--- src/rtl/rom_access_ctrl.sv ---
// rom_access_ctrl: request-side sequencer for the 512x32 expansion ROM.
// Turns word read/write requests into single-cycle ROM accesses, merging
// partial byte-enable writes by read-modify-write (the ROM has one wren).
//
// Ports:
//   i_clk, i_rst          clock, synchronous active-high reset
//   i_req_valid/o_req_ready, i_req_write, i_req_addr, i_req_be, i_req_wdata
//                         request handshake and payload
//   o_rsp_valid, o_rsp_data, o_rsp_err
//                         one-cycle response pulse, held read data, drop flag
//   o_rom_enable, o_rom_wren, o_rom_address, o_rom_dinp
//                         registered ROM controls
//   i_rom_dout            ROM read data, one cycle after a read enable
module rom_access_ctrl #(
    parameter int unsigned AW       = 9,
    parameter int unsigned DW       = 32,
    parameter bit          WRITABLE = 1'b1
) (
    input  logic            i_clk,
    input  logic            i_rst,
    input  logic            i_req_valid,
    output logic            o_req_ready,
    input  logic            i_req_write,
    input  logic [AW-1:0]   i_req_addr,
    input  logic [DW/8-1:0] i_req_be,
    input  logic [DW-1:0]   i_req_wdata,
    output logic            o_rsp_valid,
    output logic [DW-1:0]   o_rsp_data,
    output logic            o_rsp_err,
    output logic            o_rom_enable,
    output logic            o_rom_wren,
    output logic [AW-1:0]   o_rom_address,
    output logic [DW-1:0]   o_rom_dinp,
    input  logic [DW-1:0]   i_rom_dout
);

    localparam int unsigned BEW = DW / 8;

    typedef enum logic [2:0] {
        S_IDLE,
        S_RD_ISSUE,
        S_RD_CAP,
        S_RMW_RD,
        S_RMW_MERGE,
        S_WR_COMMIT,
        S_ACK
    } state_t;

    state_t          r_state;
    logic            r_rom_enable;
    logic            r_rom_wren;
    logic [AW-1:0]   r_rom_address;
    logic [DW-1:0]   r_rom_dinp;
    logic [DW-1:0]   r_rsp_data;
    logic            r_rsp_err;
    logic [BEW-1:0]  r_be;
    logic [DW-1:0]   r_wdata;

    state_t          w_state_nxt;
    logic            w_rom_enable_nxt;
    logic            w_rom_wren_nxt;
    logic [AW-1:0]   w_rom_address_nxt;
    logic [DW-1:0]   w_rom_dinp_nxt;
    logic [DW-1:0]   w_rsp_data_nxt;
    logic            w_rsp_err_nxt;
    logic [BEW-1:0]  w_be_nxt;
    logic [DW-1:0]   w_wdata_nxt;
    logic [DW-1:0]   w_merged;
    logic            w_idle;
    logic            w_accept;

    // The ACK cycle doubles as an idle cycle so a new request can be
    // taken while the previous response is on the bus.
    assign w_idle      = (r_state == S_IDLE) || (r_state == S_ACK);
    assign o_req_ready = w_idle && !i_rst;
    assign w_accept    = i_req_valid && o_req_ready;

    assign o_rsp_valid   = (r_state == S_ACK);
    assign o_rsp_data    = r_rsp_data;
    assign o_rsp_err     = r_rsp_err;
    assign o_rom_enable  = r_rom_enable;
    assign o_rom_wren    = r_rom_wren;
    assign o_rom_address = r_rom_address;
    assign o_rom_dinp    = r_rom_dinp;

    // Enabled lanes come from the request, the rest from the ROM word
    // read back in the previous cycle.
    always_comb begin
        w_merged = i_rom_dout;
        for (int i = 0; i < int'(BEW); i++) begin
            if (r_be[i]) begin
                w_merged[8*i +: 8] = r_wdata[8*i +: 8];
            end
        end
    end

    always_comb begin
        w_state_nxt       = r_state;
        w_rom_enable_nxt  = 1'b0;
        w_rom_wren_nxt    = 1'b0;
        w_rom_address_nxt = r_rom_address;
        w_rom_dinp_nxt    = r_rom_dinp;
        w_rsp_data_nxt    = r_rsp_data;
        w_rsp_err_nxt     = 1'b0;
        w_be_nxt          = r_be;
        w_wdata_nxt       = r_wdata;

        unique case (r_state)
            S_IDLE, S_ACK: begin
                w_state_nxt = S_IDLE;
                if (w_accept) begin
                    w_be_nxt    = i_req_be;
                    w_wdata_nxt = i_req_wdata;
                    if (!i_req_write) begin
                        w_state_nxt       = S_RD_ISSUE;
                        w_rom_enable_nxt  = 1'b1;
                        w_rom_address_nxt = i_req_addr;
                    end else if (!WRITABLE || (i_req_be == '0)) begin
                        // Nothing reaches the ROM; acknowledge at once.
                        w_state_nxt   = S_ACK;
                        w_rsp_err_nxt = !WRITABLE;
                    end else if (&i_req_be) begin
                        w_state_nxt       = S_WR_COMMIT;
                        w_rom_enable_nxt  = 1'b1;
                        w_rom_wren_nxt    = 1'b1;
                        w_rom_address_nxt = i_req_addr;
                        w_rom_dinp_nxt    = i_req_wdata;
                    end else begin
                        w_state_nxt       = S_RMW_RD;
                        w_rom_enable_nxt  = 1'b1;
                        w_rom_address_nxt = i_req_addr;
                    end
                end
            end
            S_RD_ISSUE: begin
                w_state_nxt = S_RD_CAP;
            end
            S_RD_CAP: begin
                w_rsp_data_nxt = i_rom_dout;
                w_state_nxt    = S_ACK;
            end
            S_RMW_RD: begin
                w_state_nxt = S_RMW_MERGE;
            end
            S_RMW_MERGE: begin
                // Address is still held from the read half of the RMW.
                w_rom_enable_nxt = 1'b1;
                w_rom_wren_nxt   = 1'b1;
                w_rom_dinp_nxt   = w_merged;
                w_state_nxt      = S_WR_COMMIT;
            end
            S_WR_COMMIT: begin
                w_state_nxt = S_ACK;
            end
            default: begin
                w_state_nxt = S_IDLE;
            end
        endcase
    end

    always_ff @(posedge i_clk) begin
        if (i_rst) begin
            r_state       <= S_IDLE;
            r_rom_enable  <= 1'b0;
            r_rom_wren    <= 1'b0;
            r_rom_address <= '0;
            r_rom_dinp    <= '0;
            r_rsp_data    <= '0;
            r_rsp_err     <= 1'b0;
            r_be          <= '0;
            r_wdata       <= '0;
        end else begin
            r_state       <= w_state_nxt;
            r_rom_enable  <= w_rom_enable_nxt;
            r_rom_wren    <= w_rom_wren_nxt;
            r_rom_address <= w_rom_address_nxt;
            r_rom_dinp    <= w_rom_dinp_nxt;
            r_rsp_data    <= w_rsp_data_nxt;
            r_rsp_err     <= w_rsp_err_nxt;
            r_be          <= w_be_nxt;
            r_wdata       <= w_wdata_nxt;
        end
    end

endmodule

--- config.mk ---
export PLATFORM = sky130hd
export DESIGN_NAME = rom_access_ctrl
export DESIGN_NICKNAME = d
export VERILOG_FILES = /design/src/rtl/rom_access_ctrl.sv
export SDC_FILE = /design/constraint.sdc
export NUM_CORES = 1
export LEC_CHECK = 0
export CORE_UTILIZATION = 42
export DETAILED_ROUTE_END_ITERATION = 7
export HOLD_SLACK_MARGIN = 0.1
export PLACE_DENSITY = 0.78
export SYNTH_ARGS = -nofsm -noshare
export SYNTH_HDL_FRONTEND = slang
export SYNTH_SLANG_ARGS = --single-unit
--- constraint.sdc ---
create_clock -name i_clk -period 2.5 [get_ports i_clk]
set_input_delay 0.75 -clock i_clk [delete_from_list [all_inputs] [get_ports i_clk]]
set_output_delay 0.75 -clock i_clk [all_outputs]
set_load 0.02 [all_outputs]
* After elaboration in Yosys (flattened, before gate mapping) *
Cells that the tools add are included.
Widths: inputs -> output; s select.

storage, ports and cells
  register bits = 114
  input port bits = 81
  output and inout port bits = 78

operators by class
  equal/unequal tests = 11
  mux-type cells = 25
  reduce and logical (&&, ||, !) cells = 13

operator list
  kind                count
  $mux 32             4
  $pmux 32 s2         1
  $mux 8              4
  $mux 9              2
  $pmux 3 s5          1
  $mux 3              4
  $ne 2x2->1 const B  5
  $eq 3x3->1 const B  3
  $mux 1              7
  $eq 3x2->1 const B  2
  $reduce_and 5->1    1
  $logic_not 4->1     1
  $pmux 1 s2          2
  $reduce_and 4->1    1
  $reduce_or 2->1     2
  $eq 3x1->1 const B  1
  $logic_not 3->1     1
  $reduce_and 3->1    1
  $logic_and 1x1->1   2
  $reduce_and 2->1    1
  $reduce_bool 2->1   1
  $logic_not 1->1     1
  $logic_or 1x1->1    1

* Longest topological paths before layout *
Gate-level depths: netlist of the first run.

  depth in word-level cells = 6
  gate-level depth with buffers = 7
  mapped depth without buffers = 4

* Least setup slack after synthesis of the first run *
OpenSTA, ideal clock, no wires.

  path kind = input -> output
  start point = input port i_rst
  end point = output port o_req_ready
  data arrival time = 1689 ps
  required time = 1750 ps
  setup slack = 61 ps
  stages = 3
  path through = clkbuf_1 > buf_1 > nor3_1

on the way
  cells in the longest elaborated chain, start to end = 2

RTL lines
  item               line  source
  start, declared    20    input logic i_rst,
  $logic_not 1->1    75    assign o_req_ready = w_idle && !i_rst;
  $logic_and 1x1->1  75
  end, declared      22    output logic o_req_ready,

No other way between the ends.

* Worst setup path in the final report of the first run *
  start point = input port i_req_valid
  end point = register r_rom_dinp[27], in the netlist o_rom_dinp[27]

on the way
  cells in the longest elaborated chain, start to end = 3

RTL lines
  item                        line  source
  start, declared             21    input logic i_req_valid,
  $logic_and 1x1->1           76    assign w_accept = i_req_valid && o_req_ready;
  $ne 2x2->1 (no line)        --
  $reduce_and 5->1 (no line)  --
  end signal, assigned        177   r_rom_dinp <= w_rom_dinp_nxt;
  end, declared               53    logic [DW-1:0] r_rom_dinp;

No other way between the ends.
A chain may end at the register's enable or synchronous reset.

==> results of run 1 <==
-- cells in the mapped netlist --
cell type and number:
and2_1 1, nand2b_1 39, mux2i_1 41, a2111oi_2 1, buf_2 2, or3b_2 1, nor2_1 45, inv_1 3
nand3_1 1, o311ai_0 1, clkbuf_1 39, buf_6 4, buf_1 9, nand4_1 1, nand3b_1 1, buf_4 1
a31oi_1 1, or3b_1 1, nand2_1 100, o21ai_0 36, o31ai_1 2, nor3_1 3, a211oi_1 1, nor4_1 1
a21oi_1 65, dfxtp_1 114, or4_1 1, conb_1 1, o31ai_2 30, xor2_1 1, nand4b_1 32
-- logic make-up after synthesis --
kind of cell / count (synthesis)
and+or+nand+nor: 227
AOI/OAI and AO/OA: 137
DFF: 114
buffers and inverters: 58
muxes: 41
xor gates and xnor gates: 1
other: 1
-- sequential cells by signal, summed over array words and instances, names as in the netlist --
signal / count
o_rom_dinp: 32
r_state: 3
o_rom_address: 9
o_rom_enable: 1
o_rsp_data: 32
r_wdata: 32
r_be: 4
o_rom_wren: 1
-- worst paths after layout --
path                                     start        endpoint  slack (ns)  depth (start not counted)
worst min-delay path            o_rsp_data[16]  o_rsp_data[16]        0.45                          2
worst max-delay path               i_req_valid  o_rom_dinp[27]        0.13                          6
worst max register to register      r_state[0]   o_rom_dinp[1]        0.38                          5
worst min register to register  o_rsp_data[16]  o_rsp_data[16]        0.45                          2
-- cell type report --
type	instances	area [sq um]	area share [%]
clock inverters	13	136	1.86
well taps	143	179	2.43
multi-input cells	407	2520	34.2
repair buffers	176	1770	24.1
inverters	3	11.3	0.153
clock buffers	19	453	6.16
flip-flops and latches	114	2280	31.1
-- layer usage --
layer | track usage, % | share of wire (%) | up-vias
met1 | 26.8 | 42 | 2198
met4 | 9.01 | 2.1 | 0
li1 | - | - | 2276
met5 | 0 | 0 | -
met3 | 6.37 | 6.3 | 21
met2 | 37.4 | 49 | 134
-- report_power, final --
| part | internal, mW | switching (mW) |
|---|---|---|
| clock network | 1.51 | 0.859 |
| logic | 1.07 | 1.31 |
| registers | 2.20 | 0.282 |
-- through the flow --
stage	cells	area (sq um)	hold WS, ns
2_1_floorplan	579	5030	0.449
3_3_place_gp	843	6760	0.442
3_5_place_dp	843	6760	0.447
4_1_cts	875	7350	0.455
5_1_grt	875	7350	0.475
6_report	875	7350	0.453
-- tightest hold or removal path, delay by kind of cell, from the launching register on --
kind | cells | cell delay (ns)
and+or+nand+nor | 1 | 0.05
AOI/OAI and AO/OA | 1 | 0.05
DFF | 1 | 0.30
-- layout by cell type, fill, tap and decap left out --
cell             netlist  routed
clkdlybuf4s50_1        0     154
dfxtp_1              114     114
nand2_1              100     100
a21oi_1               65      65
nor2_1                45      43
mux2i_1               41      41
nand2b_1              39      39
o21ai_0               36      36
nand4b_1              32      32
o31ai_2               30      30
clkbuf_16              0      17
buf_4                  1      15
clkinvlp_4             0       7
buf_12                 0       5
inv_1                  3       3
nor3_1                 3       3
clkinv_2               0       3
o31ai_1                2       2
clkbuf_8               0       2
bufinv_16              0       2
dlygate4sd2_1          0       2
xor2_1                 1       1
nor2_2                 0       1
or3b_1                 1       1
nor2_4                 0       1
nor4_1                 1       1
a211oi_2               0       1
or3b_4                 0       1
nand4_1                1       1
or4_1                  1       1
and2_4                 0       1
a2111oi_2              1       1
a31oi_1                1       1
nand3_1                1       1
nand3b_1               1       1
o311ai_0               1       1
conb_1                 1       1
clkinv_4               0       1
-- repair_timing --
action | 4_1_cts | 5_1_grt
setup endpoints to repair | 2 | 4
gates cloned | 0 | 0
gates resized for setup | 2 | 1
==> metrics.yaml, run 1 <==
leakage_nw: 2.58
ant_nets: 0
synth_compound_area_share_pct: 18.5
outcome: "finished with violations"
netlist_area_sq_um: 5030
h-tree-depth: 4
netlist_top_cells_area: "dfxtp_1 45%, mux2i_1 8.2%, nand2_1 7.5%"
synth_simple_gate_area_share_pct: 22.7
cts_hold_buf: 0
first_pass_iters: 7
slowest_stage: "or4_1"
route.detailed.drc: 11
grt_max_degree: 78
post_cts_buffers: 0
core_region_area_sq_um: 11600
grt_pass1_vias: 4559
vdd_drop_max_v: 0.000432
yosys.area.top_type: "dfxtp_1"
ys_types: 31
utilization_pct: 63.6
finalCritPeriodShare_pct: 94.7
rows: 39
synth_mux_area_share_pct: 8.16
clk_latency_ns: 0.40
cts_tree: "built"
setup_tns_ns: 0
syn_nets: 660
worst_pin_slew_ns: 0.747
areaGrowthSynthToFinish_pct: 46.0
die_h_um: 111
clockBufferDepth: 2
start_util_pct: 43.5
fmax_ghz: 0.422
maxSlewViolCount: 0
gr-usage-all-layers_pct: 22.3
post-place-ws_ns: -0.359
cp_top_family: "simple AND/OR/NAND/NOR gates"
path_cells: "clkdlybuf4s50_1 > or3b_1 > or4_1 > and2_4 > buf_12 > o31ai_2"
postLayoutSetupSlackWorst_ns: 0.133
gp_congestion: 0.808
critPathArrivalTime_ns: 2.68
critPathRequiredTime_ns: 2.82
path_buf_inv: 2
maxSlewHeadroom_pct: 50.2
end_kind: "flip-flop"
synth_seq_cells: 114
place_hpwl_um: 9310
yosysWarnings: 0
setup_viol: 0
routed_wl_um: 13500
antenna_cells: 0
power_density_nw_per_um2: 984
finClkSkew_ns: 0.00556
gr-total-overflow: 0
wire_per_inst_um: 15.4
drive_gt1_share_pct: 12.0
synth_top_family_by_area: "simple AND/OR/NAND/NOR gates"
drt-initial-drc-count: 214
syn_avg_cell_area_sq_um: 8.69
synth_top_area_share_pct: 45.4
finalPower_mw: 7.23
root_buffer: "clkbuf_16"
drv_cap: 0
rsz0062_at_grt: "no"
synth_fa_ha_area_share_pct: 0
dieArea_sq_um: 12400
crit_type: "in2reg"
port_buffers: 157
avgViaCountPerCell: 5.29
io_pins: 159
max_stage_delay_ns: 0.50
cp-start-kind: "primary input"
numCtsBuffers: 17
period_minus_slack_ns: 2.37
violations: "DRC"
grt_pass1_wl_um: 22000
critPathMaxFanout: 16
fillCellCount: 975
clk_pin_slew_ns: 0.05
dr_total_vias: 4629
syn_inst: 579
clkSinkCount: 114
fin_nets: 800
hp-class: "reg2reg"
hold_viol_final: 0
seq_area_frac_synth_pct: 45.4
synth-xor-area-share_pct: 0.174
antenna_found_initial: 0
die_w_um: 111
Note: power is estimated with default switching activity, not from simulation.
==> inputs of run 2 (changes only) <==
--- a/config.mk
+++ b/config.mk
@@ -6,6 +6,7 @@
 export NUM_CORES = 1
 export LEC_CHECK = 0
 export CORE_UTILIZATION = 42
+export CTS_CLUSTER_SIZE = 30
 export DETAILED_ROUTE_END_ITERATION = 7
 export HOLD_SLACK_MARGIN = 0.1
 export PLACE_DENSITY = 0.78
==> results of run 2 <==
The final DEF is identical to that of run 1; final timing and power are the same.
==> inputs of run 3 (changes only) <==
--- a/config.mk
+++ b/config.mk
@@ -5,11 +5,12 @@
 export SDC_FILE = /design/constraint.sdc
 export NUM_CORES = 1
 export LEC_CHECK = 0
-export CORE_UTILIZATION = 42
+export CORE_UTILIZATION = 43
+export CTS_BUF_LIST = sky130_fd_sc_hd__clkbuf_2 sky130_fd_sc_hd__clkbuf_4 sky130_fd_sc_hd__clkbuf_8
 export CTS_CLUSTER_SIZE = 30
 export DETAILED_ROUTE_END_ITERATION = 7
 export HOLD_SLACK_MARGIN = 0.1
-export PLACE_DENSITY = 0.78
+export PLACE_DENSITY = 0.8
 export SYNTH_ARGS = -nofsm -noshare
 export SYNTH_HDL_FRONTEND = slang
 export SYNTH_SLANG_ARGS = --single-unit
==> metrics.yaml, run 3 (synthesis gave the netlist of run 1 again) <==
outcome: "finished clean"
holdWs_ns: 0.456  # +0.00312 ns
routed_wl_um: 13400  # -0.95%
multi_input_area_sq_um: 2510  # about the same
final_cell_area_sq_um: 7220  # -1.7%
post_cts_buffers: 0  # unchanged
post-place-ws_ns: -0.355  # +0.00401 ns
wire_per_inst_um: 15.3  # -0.95%
maxSlewViolCount: 0  # unchanged
start_util_pct: 44.1  # +0.56 points
grt_max_degree: 88  # +13%
finalPower_mw: 6.85  # -5.2%
critPathRequiredTime_ns: 2.83  # about the same
io_pins: 159  # unchanged
hp-start: "o_rsp_data[30]"
place_hpwl_um: 9330  # +0.22%
route.detailed.drc: 0  # -11
antenna_found_initial: 0  # unchanged
gr-usage-all-layers_pct: 22.1  # -0.13 points
port_buffers: 157  # unchanged
crit_type: "in2reg"
vdd_drop_max_v: 0.000413  # -4.4%
fmax_ghz: 0.410  # -3.0%
cts_hold_buf: 0  # unchanged
seqCellArea_sq_um: 2280  # unchanged
whs_path_depth: 2  # unchanged
first_pass_iters: 4  # -3
avgViaCountPerCell: 5.28  # -0.13%
clkSinkCount: 114  # unchanged
maxSlewHeadroom_pct: 42.3  # -7.9 points
critPathMaxFanout: 16  # unchanged
ant_nets: 0  # unchanged
stdcell_count: 875  # unchanged
gp_congestion: 0.806  # -0.31%
gr-total-overflow: 0  # unchanged
areaGrowthSynthToFinish_pct: 43.5
clockBufferDepth: 2  # unchanged
setup_viol: 0  # unchanged
leakage_nw: 2.55  # -1.2%
hold_viol_final: 0  # unchanged
rr_endpoint: "o_rom_dinp[3]"
worstHoldEndpoint: "o_rsp_data[30]"
power_density_nw_per_um2: 949  # -3.5%
root_buffer: "clkbuf_8"
numCtsBuffers: 17  # unchanged
dp.cells: 843  # unchanged
postLayoutSetupSlackWorst_ns: 0.0594  # -0.0733 ns
end_kind: "flip-flop"
utilization_pct: 63.2  # -0.30 points
die_h_um: 110  # -1.1%
dr_total_vias: 4623  # -0.13%
dieArea_sq_um: 12100  # -2.3%
fin_nets: 800  # unchanged
h-tree-depth: 4  # unchanged
rows: 39  # unchanged
period_minus_slack_ns: 2.44  # +0.0733 ns
placed_cell_area_sq_um: 6760  # unchanged
hp-class: "reg2reg"
cp-start-kind: "primary input"
most-common-layout-cells: "154 x clkdlybuf4s50_1, 114 x dfxtp_1, 100 x nand2_1"
die_w_um: 110  # -1.1%
antenna_cells: 0  # unchanged
worst_pin_slew_ns: 0.865  # +0.119 ns
drt-initial-drc-count: 283  # +32%
r2r_setup_slack_ns: 0.41  # +0.03 ns
drv_cap: 0  # unchanged
critPathArrivalTime_ns: 2.77  # +0.09 ns
grt_pass1_vias: 4368  # -4.2%
finalCritPeriodShare_pct: 97.6  # +2.9 points
layout_commonest_cell: "clkdlybuf4s50_1"
regToRegStartpoint: "r_state[0]"
clk_latency_ns: 0.42  # +0.02 ns
setup_tns_ns: 0  # unchanged
cts_tree: "built"
rsz0062_at_grt: "no"
worstRegToRegCells: 5  # unchanged
finClkSkew_ns: 0.00782  # +0.00226 ns
drive_gt1_share_pct: 12.0  # unchanged
core_region_area_sq_um: 11400  # -1.3%
fillCellCount: 969  # -0.62%
grt_pass1_wl_um: 20600  # -6.6%
clk_pin_slew_ns: 0.07  # +0.02 ns
run 3: changes by cell type in the layout (fill, tap and decap cells not counted), moves of 3 or more:
cell | before | now
clkbuf_8 | 2 | 19
bufinv_16 | 2 | 5
clkbuf_4 | 0 | 3
clkinvlp_4 | 7 | 0
clkbuf_16 | 17 | 0
run 3: layout make-up:
cell class	instances	area share, %
Clock inverter	10	2.48
Clock buffer	22	3.93
Sequential cell	114	31.6
Timing Repair Buffer	176	24.5
Inverter	3	0.156
Multi-Input combinational cell	407	34.8
Tap cell	143	2.48
run 3: metal layers:
metal  share of wire (%)  up-vias  global-route usage, %
met5                   0        -                      0
met4                 1.2        0                   7.89
met3                 5.8       17                   6.11
met2                  51      136                   38.3
met1                  42     2183                   26.2
li1                    -     2287                      -
run 3: worst max path at each step:
stage                      startpoint  cells past startpoint  slack [ns]        endpoint
after floorplan                 i_rst                      3        0.06     o_req_ready
after global placement    i_req_valid                      6       -0.31  o_rom_dinp[30]
after detailed placement  i_req_valid                      6       -0.36  o_rom_dinp[18]
after CTS                 i_req_valid                      6        0.08  o_rom_dinp[18]
after global routing      i_req_valid                      6        0.02  o_rom_dinp[18]
final                     i_req_valid                      6        0.06  o_rom_dinp[18]
run 3: what timing repair did:
action                                 4_1_cts  5_1_grt
endpoints found under the hold margin        0        0
gates resized for setup                      2        0
setup endpoints to repair                    2        0
run 3: power by group:
group | leakage [nW] | internal, mW | switching [mW]
clock | 0.241 | 1.27 | 0.733
combinational | 1.38 | 1.06 | 1.31
sequential | 0.930 | 2.20 | 0.280
total | 2.55 | 4.53 | 2.32
run 3: critical path: stages:
cell and delay (ns):
clkdlybuf4s50_1 0.46, or3b_1 0.38, or4_1 0.50, and2_2 0.28, buf_12 0.18, o31ai_2 0.22
